<file path="config.mk">
export PLATFORM = sky130hd
export DESIGN_NAME = sd_read
export DESIGN_NICKNAME = d
export VERILOG_FILES = /design/src/rtl/sd_read.sv
export SDC_FILE = /design/constraint.sdc
export NUM_CORES = 1
export LEC_CHECK = 0
export ABC_CLOCK_PERIOD_IN_PS = 4670
export CORE_MARGIN = 2
export CORE_UTILIZATION = 35
export CTS_BUF_LIST = sky130_fd_sc_hd__clkbuf_4
export DETAILED_ROUTE_END_ITERATION = 8
export PLACE_DENSITY = 0.54
export RECOVER_POWER = 50
export SYNTH_ARGS = -nofsm -noshare
export SYNTH_HDL_FRONTEND = slang
export SYNTH_SLANG_ARGS = --single-unit
</file>
<file path="constraint.sdc">
create_clock -name clk -period 4.67 [get_ports clk]
set_input_delay 0.934 -clock clk [delete_from_list [all_inputs] [get_ports clk]]
set_output_delay 0.934 -clock clk [all_outputs]
set_load 0.02 [all_outputs]
</file>
<file path="src/rtl/sd_read.sv">
// sd_read: SD card single-block read engine (CMD17, 512-byte block).
// Sends CMD17, waits for R1 and the 0xFE token, streams 256 16-bit words.
//
// Ports:
//   clk, rst_n       clock, asynchronous active-low reset
//   miso_data[15:0]  MISO history shift register, bit 0 newest
//   sd_init_done     card initialised; gates request acceptance
//   sd_cs            card chip select, active low
//   sd_mosi          command line to the card
//   read_ready       read request, sampled in IDLE only
//   read_address     CMD17 block address
//   read_data        received word, first bit in the MSB
//   read_valid       one-cycle strobe, read_data holds a new word
//   read_busy        high from acceptance until the return to IDLE
//   read_crc_error   block CRC16 mismatch (SD_READ_CRC_EN builds only)
// Build option: define SD_READ_CRC_EN to check the block CRC16.
module sd_read (
  input  logic        clk,
  input  logic        rst_n,
  input  logic [15:0] miso_data,
  input  logic        sd_init_done,
  output logic        sd_cs,
  output logic        sd_mosi,
  input  logic        read_ready,
  input  logic [31:0] read_address,
  output logic [15:0] read_data,
  output logic        read_valid,
  output logic        read_busy
`ifdef SD_READ_CRC_EN
  ,
  output logic        read_crc_error
`endif
);

  typedef enum logic [2:0] {
    IDLE       = 3'd0,
    SEND_CMD17 = 3'd1,
    WAIT_TOKEN = 3'd2,
    READ_DATA  = 3'd3,
    READ_CRC   = 3'd4,
    FINISH     = 3'd5
  } state_t;

  state_t      state, state_n;
  logic [40:0] cmd_new;
  logic [39:0] cmd_q;
  logic [5:0]  cmd_cnt;
  logic        cmd_done;
  logic [3:0]  bit_cnt;
  logic [7:0]  word_cnt;
  logic [15:0] shift_q;
  logic [2:0]  fin_cnt;
  logic        accept;
  logic        r1_seen;
  logic        r1_ok;
  logic        r1_bad;
  logic        token;
  logic        bit_end;
  logic        last_word;
  logic        fin_end;

  assign cmd_new   = {8'h51, read_address, 1'b1};
  assign accept    = read_ready & sd_init_done;
  // A real R1 byte has a clear MSB; a set MSB is still idle bus.
  assign r1_seen   = cmd_done
                   && (miso_data[15:8] == 8'hFF)
                   && !miso_data[7];
  assign r1_ok     = r1_seen && (miso_data[7:0] == 8'h00);
  assign r1_bad    = r1_seen && (miso_data[7:0] != 8'h00);
  assign token     = miso_data[7:0] == 8'hFE;
  assign bit_end   = bit_cnt == 4'hF;
  assign last_word = word_cnt == 8'hFF;
  assign fin_end   = fin_cnt == 3'd7;

  always_ff @(posedge clk or negedge rst_n) begin
    if (!rst_n) state <= IDLE;
    else        state <= state_n;
  end

  always_comb begin
    state_n = state;
    unique case (state)
      IDLE:       if (accept) state_n = SEND_CMD17;
      SEND_CMD17: begin
        if (r1_ok)       state_n = WAIT_TOKEN;
        else if (r1_bad) state_n = FINISH;
      end
      WAIT_TOKEN: if (token) state_n = READ_DATA;
      READ_DATA:  if (bit_end && last_word) state_n = READ_CRC;
      READ_CRC:   if (bit_end) state_n = FINISH;
      FINISH:     if (fin_end) state_n = IDLE;
      default:    state_n = IDLE;
    endcase
  end

  always_ff @(posedge clk or negedge rst_n) begin
    if (!rst_n) begin
      sd_cs      <= 1'b1;
      sd_mosi    <= 1'b1;
      read_busy  <= 1'b0;
      read_valid <= 1'b0;
      read_data  <= '0;
      cmd_q      <= '0;
      cmd_cnt    <= '0;
      cmd_done   <= 1'b0;
      bit_cnt    <= '0;
      word_cnt   <= '0;
      shift_q    <= '0;
      fin_cnt    <= '0;
    end else begin
      read_valid <= 1'b0;
      fin_cnt    <= '0;
      unique case (state)
        IDLE: begin
          sd_cs     <= 1'b1;
          sd_mosi   <= 1'b1;
          read_busy <= 1'b0;
          if (accept) begin
            cmd_q     <= cmd_new[39:0];
            cmd_cnt   <= 6'd39;
            cmd_done  <= 1'b0;
            sd_cs     <= 1'b0;
            read_busy <= 1'b1;
            sd_mosi   <= cmd_new[40];
          end
        end
        SEND_CMD17: begin
          if (!cmd_done) begin
            sd_mosi <= cmd_q[39];
            cmd_q   <= {cmd_q[38:0], 1'b0};
            if (cmd_cnt == 6'd0) cmd_done <= 1'b1;
            else                 cmd_cnt  <= cmd_cnt - 6'd1;
          end else begin
            sd_mosi <= 1'b1;
          end
        end
        WAIT_TOKEN: begin
          if (token) begin
            bit_cnt  <= '0;
            word_cnt <= '0;
          end
        end
        READ_DATA: begin
          shift_q <= {shift_q[14:0], miso_data[0]};
          bit_cnt <= bit_cnt + 4'd1;
          if (bit_end) begin
            read_data  <= {shift_q[14:0], miso_data[0]};
            read_valid <= 1'b1;
            word_cnt   <= word_cnt + 8'd1;
          end
        end
        READ_CRC: begin
          bit_cnt <= bit_cnt + 4'd1;
        end
        FINISH: begin
          fin_cnt <= fin_cnt + 3'd1;
          sd_mosi <= 1'b1;
          if (fin_end) begin
            sd_cs     <= 1'b1;
            read_busy <= 1'b0;
          end
        end
        default: begin
          sd_cs     <= 1'b1;
          sd_mosi   <= 1'b1;
          read_busy <= 1'b0;
        end
      endcase
    end
  end

`ifdef SD_READ_CRC_EN
  logic [15:0] crc_calc;
  logic [15:0] crc_rx;

  function automatic logic [15:0] crc_step(
    input logic [15:0] c,
    input logic        b
  );
    crc_step = {c[14:0], 1'b0}
             ^ ((c[15] ^ b) ? 16'h1021 : 16'h0000);
  endfunction

  always_ff @(posedge clk or negedge rst_n) begin
    if (!rst_n) begin
      crc_calc       <= '0;
      crc_rx         <= '0;
      read_crc_error <= 1'b0;
    end else begin
      if (state == IDLE && accept)
        read_crc_error <= 1'b0;
      if (state == WAIT_TOKEN && token)
        crc_calc <= '0;
      if (state == READ_DATA)
        crc_calc <= crc_step(crc_calc, miso_data[0]);
      if (state == READ_CRC) begin
        crc_rx <= {crc_rx[14:0], miso_data[0]};
        if (bit_end)
          read_crc_error <=
            ({crc_rx[14:0], miso_data[0]} != crc_calc);
      end
    end
  end
`endif

endmodule

</file>
Yosys cells after proc, flatten, opt, wreduce, memory -nomap -nowiden

Index checks and enable logic that the tools add are counted.

Register bits: 100
Input bits: 52

Add/subtract/negate cells: 4
Equality and inequality tests: 19
Muxes and demuxes: 35
Bitwise operators: 2
Reductions and logical operators: 24

Operator list:

| cell                                                                  | number |
|---|---|
| 40-bit two-way mux                                                    | 2 |
| 40-bit one-hot mux with 2 select lines                                | 1 |
| 8-bit equality test, second input constant                            | 3 |
| 3-bit two-way mux                                                     | 8 |
| 6-bit two-way mux                                                     | 3 |
| 3-bit one-hot mux with 6 select lines                                 | 1 |
| 8-bit two-way mux                                                     | 2 |
| 2-bit inequality test, second input constant                          | 8 |
| 8-bit one-hot mux with 2 select lines                                 | 1 |
| 6-bit one-hot mux with 2 select lines                                 | 1 |
| 1-bit two-way mux                                                     | 10 |
| 3-bit equality test, second input constant                            | 3 |
| 1-bit one-hot mux with 3 select lines                                 | 3 |
| 8-bit by 1-bit adder with 8-bit output, second input constant         | 1 |
| 8-bit zero test                                                       | 1 |
| 4-bit one-hot mux with 2 select lines                                 | 1 |
| 2-bit AND reduction                                                   | 4 |
| 8-bit nonzero test                                                    | 1 |
| 3-bit by 2-bit equality test with 1-bit output, second input constant | 2 |
| 6-bit zero test                                                       | 1 |
| 3-bit AND reduction                                                   | 2 |
| 6-bit AND reduction                                                   | 1 |
| 2-bit nonzero test                                                    | 3 |
| 6-bit by 1-bit subtractor with 6-bit output, second input constant    | 1 |
| other kinds (16)                                                      | 20 |

Logic depth before layout (Yosys ltp)

Gate-level depths: netlist (run 1).

Depth in word-level cells: 7
Mapped depth: 7

Worst setup path after synthesis (run 1)

No wires, ideal clock.

Path kind: in2reg
Start: in miso_data[0]
End: reg state[0]
Library setup time: 0.124 ns
Arrival: 2.104 ns
Slack: 2.442 ns
Cell stages on the path: 5
Buffers on the path: 0
Path through: nand4b_1 > o211ai_1 > o211ai_1 > or3_1 > a211o_1

Cells in the longest elaborated chain, start to end: 4

Ends and longest elaborated chain:

| element                                                                                       | line   | source |
|---|---|---|
| start: declaration                                                                            | 20     | `input logic [15:0] miso_data,` |
| 8-bit zero test / 8-bit nonzero test (equally long branches)                                  | 68, 69 |  |
| 1-bit logical AND (on tied branches)                                                          | 68, 69 |  |
| 3-bit inequality test (no line) / 3-bit two-way mux (equally long branches)                   | --     |  |
| 6-bit AND reduction (no line) / 3-bit one-hot mux with 6 select lines (equally long branches) | --     |  |
| end signal: assignment                                                                        | 77     | `else state <= state_n;` |
| end: declaration                                                                              | 44     | `state_t state, state_n;` |

Parallel ways exist; a longest one is shown, timed or not.
A chain may end at the register's enable or synchronous reset.

==> summary.md, run 1 <==
| Metric | Value |
|---|---|
| Die X | 117 µm |
| Initial Util | 35.5% |
| IO Port Bufs | between 70 and 80 |
| DR iter-0 viols | ~220 |
| Critical Path Max Stage Delay | between 1000 and 1500 ps |
| Overall overflow remaining after global route | 0 |
| Maxcap violations | 1 |
| Endpoint class of the critical path | async pin |
| Top post-synthesis cells by count | nand2_1, dfrtp_1, nor2_1 |
| Top-count cell post-synth | nand2_1 |
| Sequential fraction of the synthesis area | 56.4% |
| Register Area | around 2500 µm² |
| First-pass GRT wire length | roughly 15 mm |
| DR pass1 iterations | 4 |
| Pre-CTS setup slack | approximately 1700 ps |
| Status | finished, violations left |
| Die height | roughly 120 µm |
| Clock buffer count from CTS | 9 |
| Detail Route Antenna Nets | 0 |
| Area delta synth->final | 22.1% |
| Share of Yosys cell area claimed by the top area cell type | between 50 and 60% |
| Final #Nets | roughly 600 |
| Core Area | between 10000 and 15000 µm² |
| Largest net degree at the start of global routing | 70 |
| CTS tree | yes |
| Fillers | roughly 1.3k |
| Yosys warning count | 0 |
| Largest area contributor in the netlist | dfrtp_1 |
| I/O pin cnt | between 70 and 80 |
| Min-Delay Path Class | flip-flop to flip-flop |
| Hold Startpoint | fin_cnt[0] |
| Worst relative slew slack | -14.9% |
| WL final | approximately 9.2 mm |
| Diodes inserted | 0 |
| Distinct cells, synth | 42 |
| CP top delay family | buffers and inverters |
| Final Cell Area | 5420 µm² |
| CP cell instances | buf_4 > clkbuf_1 |
| Startpoint Class | input port |
| Main synth FF type | dfrtp_1 |
| Clock Skew | approximately 19 ps |
| Vias in the first global route | approximately 3.2k |
| Count of pins over their slew limit | 33 |
| Slowest CP cell | clkbuf_1 |
| Max H-tree Level | 3 |
| Critical path fanouts, max | just under 70 |
| Hpwl dp | approximately 6.2 mm |
| Footprint of the multi-input gates | 1810 µm² |
| Pwr dens | slightly above 400 nW/µm² |
| FF-to-FF path depth | 5 |
| Leakage | 2.43 nW |
| Synthesized instance count | roughly 470 |
| Failing checks | capacitance limit, slew limit |
| Root Driver | clkbuf_4 |
| Drt drc | 0 |
| Critical path type | input port to async pin |
| Crit Reg-Reg Startpoint | state[1] |
| Post CTS Setup Buffer Count | 0 |
| Final Critical Period | approximately 2700 ps |
| CP required | just under 5000 ps |
| Cell Area, Synth | about 4400 µm² |
| Post-cts sizing count | 0 |
| Final setup viols | 0 |
| Core Util, Final | approximately 43% |
| Post-synth EDFFs | 0 |
| WP buf/inv | 2 |
| Initial antenna violation count | 0 |
| Placement Rows | 41 |
| Yosys reg bits | 100 |
| Placed Instance Area | 5300 µm² |
| Syn Nets | roughly 530 |
| WL/cell | between 10 and 15 µm |
| RSZ-0062 raised after global routing | false |
| Ys async rst share | 100% |
| Clock Latency Late Sink | roughly 470 ps |
| Worst slew pin tran | approximately 1700 ps |
| Hold path depth | 1 |
| Worst setup path start | rst_n |
| Via/cell ratio | a little under 5 |
| CTS Buffer Depth | 2 |
| Fmax | 371 MHz |
| Area contributors post-synth | dfrtp_1, nand2_1, a31oi_1 |
| Worst VDD drop | 0.279 mV |
| Hold_buf cts | 0 |
| Period utilization | 57.8% |
| Clk slew on worst S/H paths | about 160 ps |
| Critical path depth | 2 |
| CTS sink cnt | 100 |
| Placer Congestion | roughly 0.8 |
| GR Util All Layers | 14.6% |
| Setup TNS | 0 ps |
| Via count | 3460 |
| Critical Path AT | roughly 3000 ps |
| Final Hold Vio Count | 0 |
| Syn Area/Cell | between 9 and 10 µm² |
| Die ar. | between 10000 and 15000 µm² |
| Final WS setup | 1970 ps |
| Layout cell share with drive strength beyond 1 | under 10% |
registers in the layout, indices dropped and copies added (netlist names):
| signal | flops |
|---|---|
| read_valid | 1 |
| read_data | 16 |
| word_cnt | 8 |
| read_busy | 1 |
| sd_mosi | 1 |
| cmd_q | 40 |
| shift_q | 15 |
| cmd_cnt | 6 |
| sd_cs | 1 |
| cmd_done | 1 |
| fin_cnt | 3 |
| state | 3 |
| bit_cnt | 4 |
path summary, 6_finish.rpt:
| check | slack, ps | end |
|---|---|---|
| worst min-delay path | 460 | fin_cnt[0] |
| max in group clk | 2120 | sd_cs |
| worst max-delay path | 1970 | cmd_q[32] |
| min in group asynchronous | 550 | bit_cnt[1] |
| worst min register to register | 460 | fin_cnt[0] |
| worst max register to register | 2260 | read_data[0] |
cells in the final DEF, fill, tap and decap left out, types with 6 or more instances in the layout:
master	synthesis	layout
o21ai_0	12	12
a21oi_1	8	8
clkdlybuf4s50_1	0	69
a31oi_1	35	35
ha_1	6	6
dfrtp_1	98	98
clkbuf_4	0	9
nand3_1	9	9
mux2_2	18	18
nand2_1	141	141
nor2_1	54	54
xor2_1	9	9
nand4_1	10	10
buf_4	0	6
power by group:
part           total [mW]  switching (mW)  internal, mW
Clock               0.421           0.304         0.117
Combinational       0.576           0.325         0.251
Sequential           1.19           0.124          1.07
layout make-up:
type	count	share of cell area, %
Sequential cell	100	46.2
Multi-Input combinational cell	341	33.3
Timing Repair Buffer	77	13.8
Tap cell	172	3.97
Clock buffer	9	1.25
Clock inverter	7	1.06
Inverter	5	0.346
cell families after synthesis:
logic type | Yosys count | synth area share [%]
simple gates | 239 | 22.7
buf+inv | 32 | 3.27
compound gates | 68 | 9.39
mux | 18 | 4.57
xor+xnor | 10 | 1.97
fa+ha+maj | 6 | 1.69
flops | 100 | 56.4
metrics by stage:
step | total power, mW | cells | hold slack, ps
2_1_floorplan | 1.61 | 473 | 415
3_3_place_gp | 1.78 | 695 | 434
4_1_cts | 2.24 | 711 | 460
6_report | 2.19 | 711 | 456
5_1_grt | 2.39 | 711 | 491
3_5_place_dp | 1.80 | 695 | 430
routing by layer:
| metal | share of wire (%) | global-route usage [%] |
|---|---|---|
| met1 | 47 | 19.5 |
| met2 | 47 | 23.0 |
| met5 | 0 | 0 |
| met4 | 0.68 | 3.29 |
| met3 | 5.7 | 5.09 |
Power figures use the tool's default switching activity.
==> run 2: changes to the inputs <==
--- a/config.mk
+++ b/config.mk
@@ -5,12 +5,12 @@
 export SDC_FILE = /design/constraint.sdc
 export NUM_CORES = 1
 export LEC_CHECK = 0
-export ABC_CLOCK_PERIOD_IN_PS = 4670
+export ABC_CLOCK_PERIOD_IN_PS = 2200
 export CORE_MARGIN = 2
 export CORE_UTILIZATION = 35
 export CTS_BUF_LIST = sky130_fd_sc_hd__clkbuf_4
 export DETAILED_ROUTE_END_ITERATION = 8
-export PLACE_DENSITY = 0.54
+export PLACE_DENSITY = 0.56
 export RECOVER_POWER = 50
 export SYNTH_ARGS = -nofsm -noshare
 export SYNTH_HDL_FRONTEND = slang
==> constraint.sdc (replaced) <==
create_clock -name clk -period 2.2 [get_ports clk]
set_input_delay 0.44 -clock clk [delete_from_list [all_inputs] [get_ports clk]]
set_output_delay 0.44 -clock clk [all_outputs]
set_load 0.02 [all_outputs]
==> summary.md, run 2 (synthesis gave the netlist of run 1 again) <==
| Metric | Value |
|---|---|
| Core Util, Final | 44.7% (was 43.3%) |
| Die ar. | 13600 µm² (unchanged) |
| Switch Pwr | 1.60 mW (was 0.752 mW) |
| IO Port Bufs | 71 (unchanged) |
| Top Registers | cmd_q: 40 flops, read_data: 16 flops, shift_q: 15 flops (unchanged) |
| CP required | 1760 ps (was 4940 ps) |
| Initial antenna violation count | 0 (unchanged) |
| Max reg flops | 40 (unchanged) |
| Placement Rows | 41 (unchanged) |
| DR pass1 iterations | 4 (unchanged) |
| Startpoint Class | flip-flop (was input port) |
| Final setup viols | 0 (unchanged) |
| Hpwl dp | 6.51 mm (was 6.23 mm) |
| Power Total | 4.82 mW (was 2.19 mW) |
| Largest net degree at the start of global routing | 49 (was 70) |
| Worst VDD drop | 0.514 mV (was 0.279 mV) |
| Crit Reg-Reg Startpoint | state[1] (unchanged) |
| Clock power share | 20.8% (was 19.2%) |
| Clock Latency Late Sink | 460 ps (was 470 ps) |
| Core Area | 12500 µm² (unchanged) |
| Final #Nets | 609 (was 592) |
| Setup TNS | 0 ps (unchanged) |
| Count of pins over their slew limit | 0 (was 33) |
| Maxcap violations | 0 (was 1) |
| Placer Congestion | 0.758 (was 0.786) |
| Net Sw Frac | 33.2% (was 34.3%) |
| I/O pin cnt | 72 (unchanged) |
| Worst setup path start | sd_mosi (was rst_n) |
| Die X | 117 µm (unchanged) |
| WP buf/inv | 1 (was 2) |
| Status | completed (was finished, violations left) |
| CTS Buffer Depth | 2 (unchanged) |
| CTS tree | yes (unchanged) |
| Slowest CP cell | clkdlybuf4s50_1 (was clkbuf_1) |
| Int Pwr | 3.22 mW (was 1.44 mW) |
| Worst relative slew slack | 22.1% (was -14.9%) |
| Pwr dens | 861 nW/µm² (was 404 nW/µm²) |
| Detail Route Antenna Nets | 0 (unchanged) |
| RSZ-0062 raised after global routing | false (unchanged) |
| Layout cell share with drive strength beyond 1 | 10.6% (was 8.35%) |
| Clock buffer count from CTS | 9 (unchanged) |
| Clk slew on worst S/H paths | 160 ps (about the same) |
| Via/cell ratio | 4.93 (was 4.87) |
| DR iter-0 viols | 220 (was 216) |
| Area delta synth->final | 26.1% (was 22.1%) |
| Commonest non-fill, non-tap cell in the layout | nand2_1 (unchanged) |
| Leakage | 2.52 nW (was 2.43 nW) |
| Fin Hold WS | 409 ps (was 456 ps) |
| Period utilization | a little over nine tenths |
| CTS sink cnt | 100 (unchanged) |
| Commonest non-fill, non-tap cells in the layout | nand2_1, dfrtp_1, clkdlybuf4s50_1, nor2_1, a31oi_1 (unchanged) |
| Initial Util | 35.5% (unchanged) |
| Vias in the first global route | 3420 (was 3179) |
| Critical path fanouts, max | 2 (was 69) |
| WL/cell | 12.9 µm (was 13.0 µm) |
| Worst slew pin tran | 1170 ps (was 1720 ps) |
| Critical Path AT | 1640 ps (was 2960 ps) |
| Max H-tree Level | 3 (unchanged) |
| Sequential share of power | 52.4% (was 54.5%) |
| CP cell instances | clkdlybuf4s50_1 (was buf_4 > clkbuf_1) |
| Fmax | just under 500 MHz |
| WL final | 9.39 mm (was 9.25 mm) |
| Most flops, register | cmd_q (unchanged) |
| Fillers | 1262 (was 1253) |
| Overall overflow remaining after global route | 0 (unchanged) |
| Critical path type | flip-flop to output pin (was input port to async pin) |
| Root Driver | clkbuf_4 (unchanged) |
| CP top delay family | buffers and inverters (unchanged) |
| Final Critical Period | 2080 ps |
| Clock Skew | 19.5 ps (was 18.6 ps) |
| Die height | 117 µm (unchanged) |
| First-pass GRT wire length | 15.9 mm (was 15.4 mm) |
| Post CTS Setup Buffer Count | 0 (unchanged) |
| Diodes inserted | 0 (unchanged) |
| GR Util All Layers | 14.7% (was 14.6%) |
| Critical Path Max Stage Delay | 600 ps (was 1310 ps) |
| Endpoint class of the critical path | output pin (was async pin) |
| Final Hold Vio Count | 0 (unchanged) |
| Via count | 3586 (was 3460) |
| Comb power frac | 26.8% (was 26.3%) |
| Drt drc | 0 (unchanged) |
| Min-Delay Path Class | input port to async pin (was flip-flop to flip-flop) |
[run 2: cell count changes in the layout (fill, tap and decap cells not counted), sizes merged]
cell	delta
clkdlybuf4s50	+1
clkinv	-3
buf	+13
bufinv	+1
clkinvlp	+2
inv	-1
clkbuf	+4
[run 2: cell type report]
class,instances,area (µm²),area share [%]
Clock buffer,10,75.1,1.34
Clock inverter,6,71.3,1.27
Inverter,5,18.8,0.335
Multi-Input combinational cell,341,1800,32.2
Sequential cell,100,2500,44.8
Tap cell,172,215,3.85
Timing Repair Buffer,94,908,16.2
[run 2: power groups by stage]
stage	Clock, mW	Combinational, mW	Sequential (mW)
CTS	1.06	1.32	2.53
floorplan	0	0.913	2.52
finish	1.00	1.29	2.53
global route	1.13	1.51	2.59
global placement	0	1.28	2.55
detailed placement	0	1.32	2.57
[run 2: path summary, 6_finish.rpt]
path	end	slack, ps	cells past startpoint
setup reg to reg	cmd_cnt[0]	250	5
min in group clk	fin_cnt[0]	460	1
hold reg to reg	fin_cnt[0]	460	1
hold / removal	fin_cnt[0]	410	2
setup / recovery	sd_mosi	120	1
max in group asynchronous	cmd_q[11]	340	3
[run 2: metrics by stage]
stage / area (µm²) / cells / worst slack (ps)
3_5_place_dp: 5470 / 711 / -119
4_1_cts: 5620 / 728 / 74.9
5_1_grt: 5600 / 728 / 45.2
2_1_floorplan: 4440 / 473 / 387
3_3_place_gp: 5470 / 711 / -118
6_report: 5600 / 728 / 125
[run 2: timing repair]
action	4_1_cts	5_1_grt
endpoints found under the hold margin	24	0
gates resized for setup	0	0
hold buffers	1	0
[run 2: routing by layer]
metal  GRT usage [%]  vias to the layer above  wire, µm
met4            2.90                        0        80
met5               0                        -         0
li1                -                     1758         -
met3            4.93                        5       536
met1            18.9                     1734      4330
met2            24.6                       89      4450
==> run 3: changes to the inputs <==
--- a/config.mk
+++ b/config.mk
@@ -6,7 +6,6 @@
 export NUM_CORES = 1
 export LEC_CHECK = 0
 export ABC_CLOCK_PERIOD_IN_PS = 2200
-export CORE_MARGIN = 2
 export CORE_UTILIZATION = 35
 export CTS_BUF_LIST = sky130_fd_sc_hd__clkbuf_4
 export DETAILED_ROUTE_END_ITERATION = 8
==> summary.md, run 3 (synthesis gave the netlist of run 1 again) <==
| Metric | Value |
|---|---|
| Top Registers | cmd_q: 40 flops, read_data: 16 flops, shift_q: 15 flops (unchanged) |
| Clk slew on worst S/H paths | 150 ps (was 160 ps) |
| IO Port Bufs | 71 (unchanged) |
| Initial Util | 36.4% (was 35.5%) |
| Maxcap violations | 0 (unchanged) |
| Core Util, Final | 46.3% (was 44.7%) |
| Area delta synth->final | 27.4% (was 26.1%) |
| Drt drc | 0 (unchanged) |
| WP buf/inv | 1 (unchanged) |
| Clock Latency Late Sink | 450 ps (was 460 ps) |
| Startpoint Class | flip-flop (unchanged) |
| CP cell instances | clkdlybuf4s50_1 (unchanged) |
| Die ar. | 13100 µm² (was 13600 µm²) |
| Reg2reg end | state[0] (was cmd_cnt[0]) |
| I/O pin cnt | 72 (unchanged) |
| R2r setup slk | 220 ps (was 250 ps) |
| Max H-tree Level | 3 (unchanged) |
| Commonest non-fill, non-tap cell in the layout | nand2_1 (unchanged) |
| CTS tree | yes (unchanged) |
| Fillers | 1230 (was 1262) |
| Overall overflow remaining after global route | 0 (unchanged) |
| Die X | 115 µm (was 117 µm) |
| Clock buffer count from CTS | 9 (unchanged) |
| Inst Count DP | 709 (was 711) |
| Die height | 115 µm (was 117 µm) |
| Leakage | 2.55 nW (was 2.52 nW) |
| Critical path depth | 1 (unchanged) |
| Count of pins over their slew limit | 0 (unchanged) |
| Initial antenna violation count | 0 (unchanged) |
| Root Driver | clkbuf_4 (unchanged) |
| Via count | 3500 (was 3586) |
| Final Cell Area | 5660 µm² (was 5600 µm²) |
| Min-Delay Path Class | flip-flop to flip-flop (was input port to async pin) |
| GR Util All Layers | 15.1% (was 14.7%) |
| Final setup viols | 0 (unchanged) |
| Clock Skew | 13.3 ps (was 19.5 ps) |
| Status | completed (unchanged) |
| CP top delay family | buffers and inverters (unchanged) |
| Critical Path Max Stage Delay | 600 ps (about the same) |
| Post-cts sizing count | 0 (unchanged) |
| Crit Reg-Reg Startpoint | state[0] (was state[1]) |
| Critical path type | flip-flop to output pin (unchanged) |
| Layout cell share with drive strength beyond 1 | 10.8% (was 10.6%) |
| Hold EP | fin_cnt[0] |
| Placed Instance Area | 5490 µm² (was 5470 µm²) |
| Critical path fanouts, max | 2 (unchanged) |
| Placement Rows | 40 (was 41) |
| Vias in the first global route | 3406 (was 3420) |
| Detail Route Antenna Nets | 0 (unchanged) |
| Setup TNS | 0 ps (unchanged) |
| First-pass GRT wire length | 15.8 mm (was 15.9 mm) |
| Max reg flops | 40 (unchanged) |
| Most flops, register | cmd_q (unchanged) |
| Final Critical Period | 2040 ps (was 2080 ps) |
| Critical Path AT | 1600 ps (was 1640 ps) |
| Worst VDD drop | 0.395 mV (was 0.514 mV) |
| RSZ-0062 raised after global routing | false (unchanged) |
| Fmax | 490 MHz (was 482 MHz) |
| CTS sink cnt | 100 (unchanged) |
| Slowest CP cell | clkdlybuf4s50_1 (unchanged) |
| Final #Nets | 611 (was 609) |
| Largest net degree at the start of global routing | 46 (was 49) |
| Final Hold Vio Count | 0 (unchanged) |
| Pwr dens | 885 nW/µm² (was 861 nW/µm²) |
| Hold path depth | 1 |
| CP required | 1760 ps (about the same) |
| Core Area | 12200 µm² (was 12500 µm²) |
| Post-Layout Cell Count | 726 (was 728) |
| Diodes inserted | 0 (unchanged) |
| CTS Buffer Depth | 2 (unchanged) |
| Commonest non-fill, non-tap cells in the layout | nand2_1, dfrtp_1, clkdlybuf4s50_1, nor2_1, a31oi_1 (unchanged) |
| Via/cell ratio | 4.82 (was 4.93) |
| Worst slew pin tran | 1210 ps (was 1170 ps) |
| DR iter-0 viols | 160 (was 220) |
| Power Total | 5.01 mW (was 4.82 mW) |
| Post CTS Setup Buffer Count | 0 (unchanged) |
| WL final | 9.20 mm (was 9.39 mm) |
| Hpwl dp | 6.39 mm (was 6.51 mm) |
| Period utilization | 92.9% (was 94.3%) |
| Placer Congestion | 0.777 (was 0.758) |
| DR pass1 iterations | 5 (was 4) |
| Worst relative slew slack | 19.2% (was 22.1%) |
| Hold Startpoint | fin_cnt[0] |
| FF-to-FF path depth | 5 (unchanged) |
| WL/cell | 12.7 µm (was 12.9 µm) |
| Endpoint class of the critical path | output pin (unchanged) |
-- run 3: cell types whose count changed in the layout (fill, tap and decap cells not counted) --
cell / change
clkinv_1: +1
inv_6: -2
clkinv_2: +1
buf_12: +1
clkinvlp_4: -1
clkbuf_4: -1
bufinv_16: +2
buf_4: +1
-- run 3: where the power goes --
group	internal (mW)	leakage [nW]	switching, mW	total (mW)
sequential	2.27	1.25	0.258	2.53
clock	0.572	0.0936	0.608	1.18
combinational	0.580	1.21	0.716	1.30
-- run 3: through the flow --
stage               worst slack [ps]  hold slack (ps)
finish                           157              446
global route                    68.8              486
CTS                              107              452
detailed placement              -142              432
global placement                -122              441
floorplan                        387              144
-- run 3: worst max-delay path by stage --
stage                     endpoint    startpoint  slack, ps
after floorplan           state[0]      state[0]        390
after global placement    state[0]  miso_data[7]       -120
after detailed placement  state[0]  miso_data[7]       -140
after CTS                  sd_mosi       sd_mosi        110
after global routing      state[0]      state[0]         70
final                      sd_mosi       sd_mosi        160
-- run 3: metal layers --
metal	vias up	routed length, µm	GRT usage, %
li1	1753	-	-
met1	1671	4530	19.8
met2	67	4200	24.8
met3	9	368	3.65
met4	0	97	4.16
met5	-	0	0
-- run 3: area by class of cell --
cell class / count / area [µm²] / area share (%)
clock inverter: 7 / 115 / 2.04
tap: 168 / 210 / 3.72
sequential: 100 / 2500 / 44.3
clock buffer: 9 / 67.6 / 1.19
inverter: 5 / 18.8 / 0.332
multi-input combinational: 341 / 1800 / 31.9
timing repair buffer: 96 / 936 / 16.5
-- run 3: what timing repair did --
action	4_1_cts	5_1_grt
hold buffers	1	0
hold endpoints to repair	11	0
setup endpoints to repair	0	0
